`src/rtl/sr_excite_driver.sv`:
```
// sr_excite_driver: drives S/R of an SR flip-flop toward a requested bit, with settle, feedback check and bounded retry.
module sr_excite_driver #(
  parameter int PULSE_CYCLES  = 1,
  parameter int SETTLE_CYCLES = 2,
  parameter int MAX_RETRY     = 1,
  parameter int CNT_W         = 8
) (
  input  logic             clk,
  input  logic             rst,
  input  logic             req_valid,
  input  logic             req_data,
  output logic             req_ready,
  input  logic             q_fb,
  input  logic             qb_fb,
  output logic             s,
  output logic             r,
  output logic             busy,
  output logic             done,
  output logic             err,
  output logic [CNT_W-1:0] err_count
);
  localparam logic [1:0] IDLE = 2'd0, DRIVE = 2'd1, SETTLE = 2'd2, CHECK = 2'd3;
  localparam int TMAX = PULSE_CYCLES > SETTLE_CYCLES ? PULSE_CYCLES : SETTLE_CYCLES;
  localparam int TW = $clog2(TMAX + 1);
  localparam int AW = $clog2(MAX_RETRY + 2);
  logic [1:0] state;
  logic tgt;
  logic [TW-1:0] tmr;
  logic [AW-1:0] att;
  logic fb_valid, acc_match, chk_match;
  assign fb_valid  = q_fb ^ qb_fb;
  assign acc_match = fb_valid & (q_fb == req_data);
  assign chk_match = fb_valid & (q_fb == tgt);
  assign busy      = state != IDLE;
  assign req_ready = (state == IDLE) & ~rst;
  // S/R come from the target alone, so s and r are always complementary while driving
  always_ff @(posedge clk) begin
    if (rst) begin
      state     <= IDLE;
      s         <= 1'b0;
      r         <= 1'b0;
      done      <= 1'b0;
      err       <= 1'b0;
      err_count <= '0;
      att       <= '0;
      tmr       <= '0;
      tgt       <= 1'b0;
    end else begin
      done <= 1'b0;
      err  <= 1'b0;
      case (state)
        IDLE: if (req_valid) begin
          tgt <= req_data;
          att <= '0;
          if (acc_match) state <= CHECK;
          else begin
            state <= DRIVE;
            s     <= req_data;
            r     <= ~req_data;
            tmr   <= TW'(PULSE_CYCLES - 1);
          end
        end
        DRIVE: if (tmr == '0) begin
          state <= SETTLE;
          s     <= 1'b0;
          r     <= 1'b0;
          tmr   <= TW'(SETTLE_CYCLES - 1);
        end else tmr <= tmr - 1'b1;
        SETTLE: if (tmr == '0) state <= CHECK;
          else tmr <= tmr - 1'b1;
        CHECK: if (chk_match) begin
          done  <= 1'b1;
          state <= IDLE;
        end else if (att != AW'(MAX_RETRY)) begin
          att   <= att + 1'b1;
          state <= DRIVE;
          s     <= tgt;
          r     <= ~tgt;
          tmr   <= TW'(PULSE_CYCLES - 1);
        end else begin
          err   <= 1'b1;
          state <= IDLE;
          if (~&err_count) err_count <= err_count + 1'b1;
        end
      endcase
    end
  end
endmodule

```
`config.mk`:
```
export PLATFORM = sky130hd
export DESIGN_NAME = sr_excite_driver
export DESIGN_NICKNAME = d
export VERILOG_FILES = /design/src/rtl/sr_excite_driver.sv
export SDC_FILE = /design/constraint.sdc
export NUM_CORES = 1
export LEC_CHECK = 0
export CORE_MARGIN = 5
export CORE_UTILIZATION = 42
export CTS_BUF_LIST = sky130_fd_sc_hd__clkbuf_4 sky130_fd_sc_hd__clkbuf_8
export CTS_CLUSTER_DIAMETER = 60
export DETAILED_ROUTE_END_ITERATION = 10
export PLACE_DENSITY = 0.73
export SLEW_MARGIN = 20
export SYNTH_ARGS = -nofsm -noshare
export SYNTH_HDL_FRONTEND = slang
export SYNTH_SLANG_ARGS = --single-unit
```
`constraint.sdc`:
```
create_clock -name clk -period 3.6 [get_ports clk]
set_input_delay 0.54 -clock clk [delete_from_list [all_inputs] [get_ports clk]]
set_output_delay 0.54 -clock clk [all_outputs]
set_load 0.05 [all_outputs]
```
==> flow_summary.ini, run 1 <==
[outcome]
outcome = finished, final reports clean

[clock_network]
h-tree-depth = 1
clkTransAtPathRegs_ns = 0.12
tritoncts = yes
cts_resized = 0
clk_path_buf_depth = 2
clkLatencyLatePin_ns = 0.31
clk_root_buffer_cell = clkbuf_4
clkSinkCount = 19
cts-buffers-inserted = 3
ctsHoldBuffers = 0
postCtsSetupRepairBufs = 0

[finish]
drive_above_1_share = 0.06452
final_nets = 174
num_antenna_cells = 0
fillers = 269
area_delta_synth_final_pct = 21.16

[worst_setup_path]
crit_fanout = 6
worst_ep_required_time_ns = 3.06
start_kind = flop
rr_endpoint = err_count[4]
r2r_cells = 5
r2r_setup_slack_ns = 1.55
worstSetupEndpointType = output port
worstSetupPathType = flop to output port
timing.rr.start = state[1]
arrival_ns = 2.13

[timing]
finalCriticalPeriod_ns = 2.673
finalHoldViolCount = 0
slew_headroom = 0.6496
postLayoutSetupSlackWorst_ns = 0.9268
tns_ns = 0
min_period_over_period = 0.7426
fin_skew_ns = 0.002509
tightestPinTransition_ns = 0.5239
fin_hold_ws_ns = 0.4731
rsz0062_at_grt = no
slew_violations = 0
setup_viol = 0
max_freq_mhz = 374.1

[power_and_ir_drop]
p_clk_frac = 0.146
p_comb_frac = 0.518
seq_power_share = 0.336
leakagePower_uw = 0.0005306
vdd_drop_max_mv = 0.4378
power_switching_uw = 361.9
intPower_uw = 439.1
swShare = 0.4518
power.density_mw_per_mm2 = 576.2

[detailed_routing]
wl_mm = 2.619
avgViaCountPerCell = 5.817
first_iter_violations = 43
num_vias = 1082
drc = 0
ant_nets = 0
wl_per_cell_um = 14.08
dr.pass1.iters = 4

[floorplan]
ios = 20
die_h_um = 62.27
die_w_um = 62.27
num_rows = 19
die_area_mm2 = 0.003877
start_util = 0.4271
coreArea_mm2 = 0.002686

[placed_design]
preCtsSetupSlack_ns = 1.010
place_congestion = 0.8984
dp_hpwl_mm = 1.922
place.port_buffers = 19

[grt]
first_global_vias = 1055
antenna_found_initial = 0
grt_busiest_layer = met2
use_met3 = 0.05045
grt_first_pass_wirelength_mm = 4.533
overflow = 0
gr-usage-met2 = 0.2487
grt_use_total = 0.1378
grt_max_degree = 18
use_met1 = 0.1484

[synthesis]
synth_fp_nets = 154
synthArstFlopShare = 0
syn_area_per_cell_um2 = 8.436
netlist.area_leader.share = 0.3315
synth_edf_count = 0
syn_area_mm2 = 0.001147
synth_commonest_cells = 19 x dfxtp_1, 12 x ha_1, 12 x nand2_1, 12 x nor2_1, 10 x inv_1
synth_top_cell_by_area = dfxtp_1
ys_seq_area_frac = 0.3315
synth_cell_type_count = 43
synth_seq_cells = 19
postSynthCellCount = 136
ys_warn_count = 0
synth_area_leaders = dfxtp_1 33%, ha_1 13%, nand2_1 3.9%
synth_most_common_cell = dfxtp_1
synthFlopType = dfxtp_1

[worst_hold_path]
min_path_type = flop to flop
min_path_cells = 2
worstHoldStart = s
holdPathEnd = s

[run]
maxCapViolations = 0
-- state kept, by name, indices dropped and copies added (netlist names), 2 cells and up --
| name | flops |
|---|---|
| err_count | 8 |
| tmr | 2 |
| state | 2 |
| att | 2 |
-- final cells by class --
cell class	instances	area [um^2]	share of cell area
Clock inverter	1	5.005	0.003600
Timing Repair Buffer	20	197.7	0.1422
Sequential cell	19	380.4	0.2736
Clock buffer	3	22.52	0.01620
Tap cell	31	38.79	0.02790
Inverter	10	37.54	0.02700
Multi-Input combinational cell	102	708.2	0.5095
-- through the flow --
step,power [uW],util,instances,cell area (um^2)
final,801.0,0.5175,186,1390
after global routing,855.8,0.5175,186,1390
after CTS,802.3,0.5175,186,1390
after detailed placement,681.7,0.5072,182,1363
after global placement,671.5,0.5072,182,1363
after floorplan,577.1,-,136,1147
-- power groups by stage --
stage	Combinational [uW]	Sequential, uW	Clock [uW]
after detailed placement	407	274	0
final	415	269	117
after CTS	412	269	121
after global placement	400	271	0
after global routing	452	275	129
after floorplan	276	301	0
-- logic make-up after synthesis --
family | count (synthesis) | share of synthesized area
compound gates | 33 | 0.1963
fa+ha+maj | 12 | 0.1309
buf+inv | 15 | 0.05125
flops | 19 | 0.3315
mux | 6 | 0.05453
simple gates | 51 | 0.2355
-- worst max-delay path by stage --
stage                  start           end  slack [ns]  cells after the start
floorplan           state[0]     req_ready        1.42                      4
global placement       qb_fb  err_count[7]        1.05                      5
detailed placement     qb_fb  err_count[4]        1.01                      5
CTS                 state[0]     req_ready        0.93                      5
global route        state[0]     req_ready        0.76                      5
finish              state[0]     req_ready        0.93                      5
-- critical path, stage by stage, from the launching register on --
cell and delay [ns]:
dfxtp_1 0.36, inv_1 0.18, ha_1 0.25, inv_1 0.10, nor2_1 0.11, clkdlybuf4s50_1 0.81
-- metal layers --
| metal | share of wire | vias to the layer above |
|---|---|---|
| li1 | - | 537 |
| met1 | 0.40 | 502 |
| met2 | 0.51 | 39 |
| met3 | 0.081 | 4 |
| met4 | 0.011 | 0 |
| met5 | 0 | - |
-- cell usage in the layout (no fill, tap or decap), drive strengths merged, types with 2 or more instances in the layout --
| master | instances |
|---|---|
| or4 | 2 |
| or3 | 4 |
| clkdlybuf4s50 | 19 |
| a31oi | 2 |
| o31ai | 3 |
| ha | 12 |
| nand2b | 2 |
| nand3 | 4 |
| nand2 | 12 |
| nand4 | 2 |
| a21oi | 7 |
| nor3 | 3 |
| or3b | 2 |
| o21bai | 2 |
| nor2 | 12 |
| nor3b | 2 |
| mux2i | 4 |
| clkbuf | 3 |
| inv | 10 |
| mux2 | 2 |
| o21ai | 6 |
| dfxtp | 19 |
Note: power is estimated with default switching activity, not from simulation.
==> inputs of run 2 (changes only) <==
==> constraint.sdc (replaced) <==
create_clock -name clk -period 2.6 [get_ports clk]
set_input_delay 0.39 -clock clk [delete_from_list [all_inputs] [get_ports clk]]
set_output_delay 0.39 -clock clk [all_outputs]
set_load 0.05 [all_outputs]
==> run 2 against run 1 <==
  * Non-clock buffer count is 1 higher
  * Utilization up 0.75 points
  * Power grew 38%
  * Wire length down 5.1%
==> flow_summary.ini, run 2 (synthesis gave the netlist of run 1 again) <==
[outcome]
outcome = finished, final reports clean

[grt]
antenna_found_initial = 0
first_global_vias = 983
grt_use_total = 0.1311
grt_first_pass_wirelength_mm = 4.305
overflow = 0
grt_max_degree = 14

[floorplan]
die_h_um = 62.27
num_rows = 19
coreArea_mm2 = 0.002686
die_w_um = 62.27
ios = 20
start_util = 0.4271
die_area_mm2 = 0.003877

[clock_network]
clkLatencyLatePin_ns = 0.29
h-tree-depth = 1
clk_path_buf_depth = 2
clkSinkCount = 19
cts-buffers-inserted = 3
clk_root_buffer_cell = clkbuf_4
cts_resized = 0
postCtsSetupRepairBufs = 0
clkTransAtPathRegs_ns = 0.11
tritoncts = yes
ctsHoldBuffers = 0

[power_and_ir_drop]
vdd_drop_max_mv = 0.6692
power_uw = 1108
power.density_mw_per_mm2 = 785.6
leakagePower_uw = 0.0005406

[run]
maxCapViolations = 0

[detailed_routing]
first_iter_violations = 33
num_vias = 1076
wl_per_cell_um = 13.29
avgViaCountPerCell = 5.754
dr.pass1.iters = 4
drc = 0
ant_nets = 0
wl_mm = 2.485

[timing]
setup_viol = 0
fin_hold_ws_ns = 0.4669
slew_headroom = 0.6647
tightestPinTransition_ns = 0.5013
postLayoutSetupSlackWorst_ns = 0.1650
min_period_over_period = 0.9365
tns_ns = 0
fin_skew_ns = 0.002298
rsz0062_at_grt = no
finalHoldViolCount = 0
max_freq_mhz = 410.7
slew_violations = 0
finalCriticalPeriod_ns = 2.435

[finish]
final_nets = 175
final_cells = 187
num_antenna_cells = 0
top_register = err_count
multiInputGateArea_um2 = 708.2
regArea_um2 = 380.4
layout_commonest_cell = dfxtp_1
drive_above_1_share = 0.07692
area_delta_synth_final_pct = 22.90
final_cell_mix = 19 x dfxtp_1, 18 x clkdlybuf4s50_1, 12 x nor2_1, 12 x nand2_1, 12 x ha_1
fillers = 262
largest_register_ffs = 8

[worst_hold_path]
worstHoldStart = s
min_path_type = flop to flop
holdPathEnd = s
min_path_cells = 2

[worst_setup_path]
r2r_setup_slack_ns = 0.60
start_kind = flop
worst_ep_required_time_ns = 2.21
r2r_cells = 6
rr_endpoint = err_count[3]
timing.rr.start = state[1]
crit_fanout = 7
worstSetupPathType = flop to output port
worstSetupEndpointType = output port
arrival_ns = 2.04

[placed_design]
post-place-cells = 183
place.port_buffers = 19
place_congestion = 0.8736
preCtsSetupSlack_ns = 0.2224
dp_hpwl_mm = 1.964
run 2: cell types whose count changed in the layout (fill, tap and decap cells not counted), sizes merged:
cell           change
buf                +2
clkbuf             +1
clkdlybuf4s50      -1
clkinv             -1
run 2: how the worst max path moves through the flow:
stage | from | to | cells past startpoint
2_1_floorplan | state[0] | req_ready | 4
3_3_place_gp | qb_fb | err_count[3] | 6
3_5_place_dp | qb_fb | err_count[3] | 6
4_1_cts | state[0] | busy | 4
5_1_grt | state[1] | busy | 4
6_report | state[1] | busy | 4
run 2: metal layers:
metal	global-route usage	wire length [um]
met1	0.1562	1111
met2	0.2306	1226
met3	0.02883	125
met4	0.04244	21
met5	0	0
run 2: worst max-delay path, stage by stage, from the launching register on:
cell	delay [ns]
dfxtp_1	0.46
inv_1	0.12
ha_1	0.23
inv_1	0.13
clkdlybuf4s50_1	0.82
run 2: cell type report:
cell class,instances,share of cell area
Multi-Input combinational cell,102,0.5022
Sequential cell,19,0.2697
Inverter,10,0.02662
Timing Repair Buffer,21,0.1526
Clock buffer,4,0.02130
Tap cell,31,0.02751
run 2: report_power, final:
group | total, uW | switching (uW) | internal (uW) | leakage, uW
combinational | 577 | 346 | 231 | 0.000368
clock | 159 | 88.6 | 70.1 | 0.0000184
sequential | 372 | 40.8 | 332 | 0.000154
total | 1110 | 475 | 632 | 0.000541
run 2: stage by stage:
stage,util,cell area (um^2)
finish,0.5249,1410
global route,0.5249,1410
CTS,0.5249,1410
detailed placement,0.5137,1380
global placement,0.5137,1380
floorplan,-,1147
==> inputs of run 3 (changes only) <==
--- a/config.mk
+++ b/config.mk
@@ -10,7 +10,8 @@
 export CTS_BUF_LIST = sky130_fd_sc_hd__clkbuf_4 sky130_fd_sc_hd__clkbuf_8
 export CTS_CLUSTER_DIAMETER = 60
 export DETAILED_ROUTE_END_ITERATION = 10
-export PLACE_DENSITY = 0.73
+export DONT_BUFFER_PORTS = 1
+export PLACE_DENSITY = 0.63
 export SLEW_MARGIN = 20
 export SYNTH_ARGS = -nofsm -noshare
 export SYNTH_HDL_FRONTEND = slang
==> run 3 against run 2 <==
  * Global-route usage is 0.084 points lower
  * Clock power barely moved
  * Sequential cell count unchanged
  * Critical endpoint is now err_count[7]
  * Largest cell class unchanged
  * Highest routed layer unchanged
==> flow_summary.ini, run 3 (synthesis gave the netlist of run 1 again) <==
[outcome]
outcome = finished, final reports clean

[floorplan]
ios = 20
die_w_um = 62.27
coreArea_mm2 = 0.002686
die_area_mm2 = 0.003877
start_util = 0.4271
num_rows = 19
die_h_um = 62.27

[detailed_routing]
first_iter_violations = 65
avgViaCountPerCell = 5.806
dr.pass1.iters = 4
num_vias = 987
drc = 0
wl_mm = 2.501
wl_per_cell_um = 14.71
ant_nets = 0

[timing]
max_freq_mhz = 486.0
setup_viol = 0
tns_ns = 0
fin_skew_ns = 0.007154
slew_violations = 0
tightestPinTransition_ns = 0.6462
rsz0062_at_grt = no
slew_headroom = 0.5686
min_period_over_period = 0.7914
finalHoldViolCount = 0
finalCriticalPeriod_ns = 2.058

[clock_network]
cts-buffers-inserted = 3
tritoncts = yes
postCtsSetupRepairBufs = 0
clk_path_buf_depth = 2
clkSinkCount = 19
clkTransAtPathRegs_ns = 0.12
ctsHoldBuffers = 0
clk_root_buffer_cell = clkbuf_4
clkLatencyLatePin_ns = 0.31
cts_resized = 0
h-tree-depth = 1

[worst_setup_path]
worstSetupEndpointType = flop
crit_fanout = 16
worst_path_largest_cell_delay_ns = 0.56
worstSetupPathType = flop to flop
path_cells = ha_1 -> nand2_1 -> or3_1 -> or4_1 -> a21oi_1
start_kind = flop
arrival_ns = 2.31
slowest_stage = or4_1
worst_ep_required_time_ns = 2.85

[finish]
fillers = 278
regArea_um2 = 380.4
multiInputGateArea_um2 = 708.2
num_antenna_cells = 0
final_nets = 158
drive_above_1_share = 0.09353
largest_register_ffs = 8
layout_commonest_cell = dfxtp_1
final_cell_mix = 19 x dfxtp_1, 12 x nor2_1, 12 x nand2_1, 12 x ha_1, 10 x inv_1
area_delta_synth_final_pct = 6.543
top_register = err_count

[grt]
grt_max_degree = 19
antenna_found_initial = 0
grt_use_total = 0.1303
gr-usage-met2 = 0.2060
use_met1 = 0.1559
grt_busiest_layer = met2
first_global_vias = 883
grt_first_pass_wirelength_mm = 4.146
use_met3 = 0.03243
overflow = 0

[placed_design]
place_congestion = 0.8334
place.port_buffers = 0
dp_hpwl_mm = 1.845

[worst_hold_path]
min_path_type = input port to flop

[power_and_ir_drop]
power_uw = 1054
power.density_mw_per_mm2 = 862.2
vdd_drop_max_mv = 0.5977
leakagePower_uw = 0.0004787

[run]
maxCapViolations = 0
==> run 3: cell type report <==
class | instances | area share
clock buffer | 3 | 0.01842
clock inverter | 1 | 0.004094
inverter | 10 | 0.03071
multi-input combinational | 102 | 0.5793
sequential | 19 | 0.3112
tap | 31 | 0.03173
timing repair buffer | 4 | 0.02457
==> run 3: critical path: cells and delay by family (launching register included) <==
family	cells	cell delay, ns
and+or+nand+nor	3	1.12
DFF	1	0.46
adders and majority gates	1	0.25
AOI/OAI and AO/OA	1	0.16
==> run 3: per-stage QoR <==
step	setup slack, ns	util	hold slack [ns]	area, um^2	instances
2_1_floorplan	0.5690	-	0.4437	1147	136
3_5_place_dp	0.5817	0.4448	0.4645	1195	166
5_1_grt	0.4052	0.4551	0.1108	1222	170
6_report	0.5422	0.4551	0.1317	1222	170
3_3_place_gp	0.6526	0.4448	0.4628	1195	166
4_1_cts	0.5499	0.4551	0.1272	1222	170
==> run 3: final timing paths <==
| path | startpoint | to | slack [ns] | cells past startpoint |
|---|---|---|---|---|
| max | state[1] | err_count[7] | 0.54 | 5 |
| min | rst | tgt | 0.13 | 1 |
| max reg2reg | state[1] | err_count[7] | 0.54 | 5 |
| min reg2reg | att[0] | att[0] | 0.49 | 1 |
==> run 3: report_power, final <==
group          internal, uW  total (uW)  switching, uW
registers               331         419           87.6
clock network          57.5         157           99.1
logic                   185         478            293
==> run 3: per-layer routing <==
layer,wire (um),part of all wire
met5,0,0
met2,1204,0.48
met3,127,0.051
met1,1109,0.44
met4,60,0.024
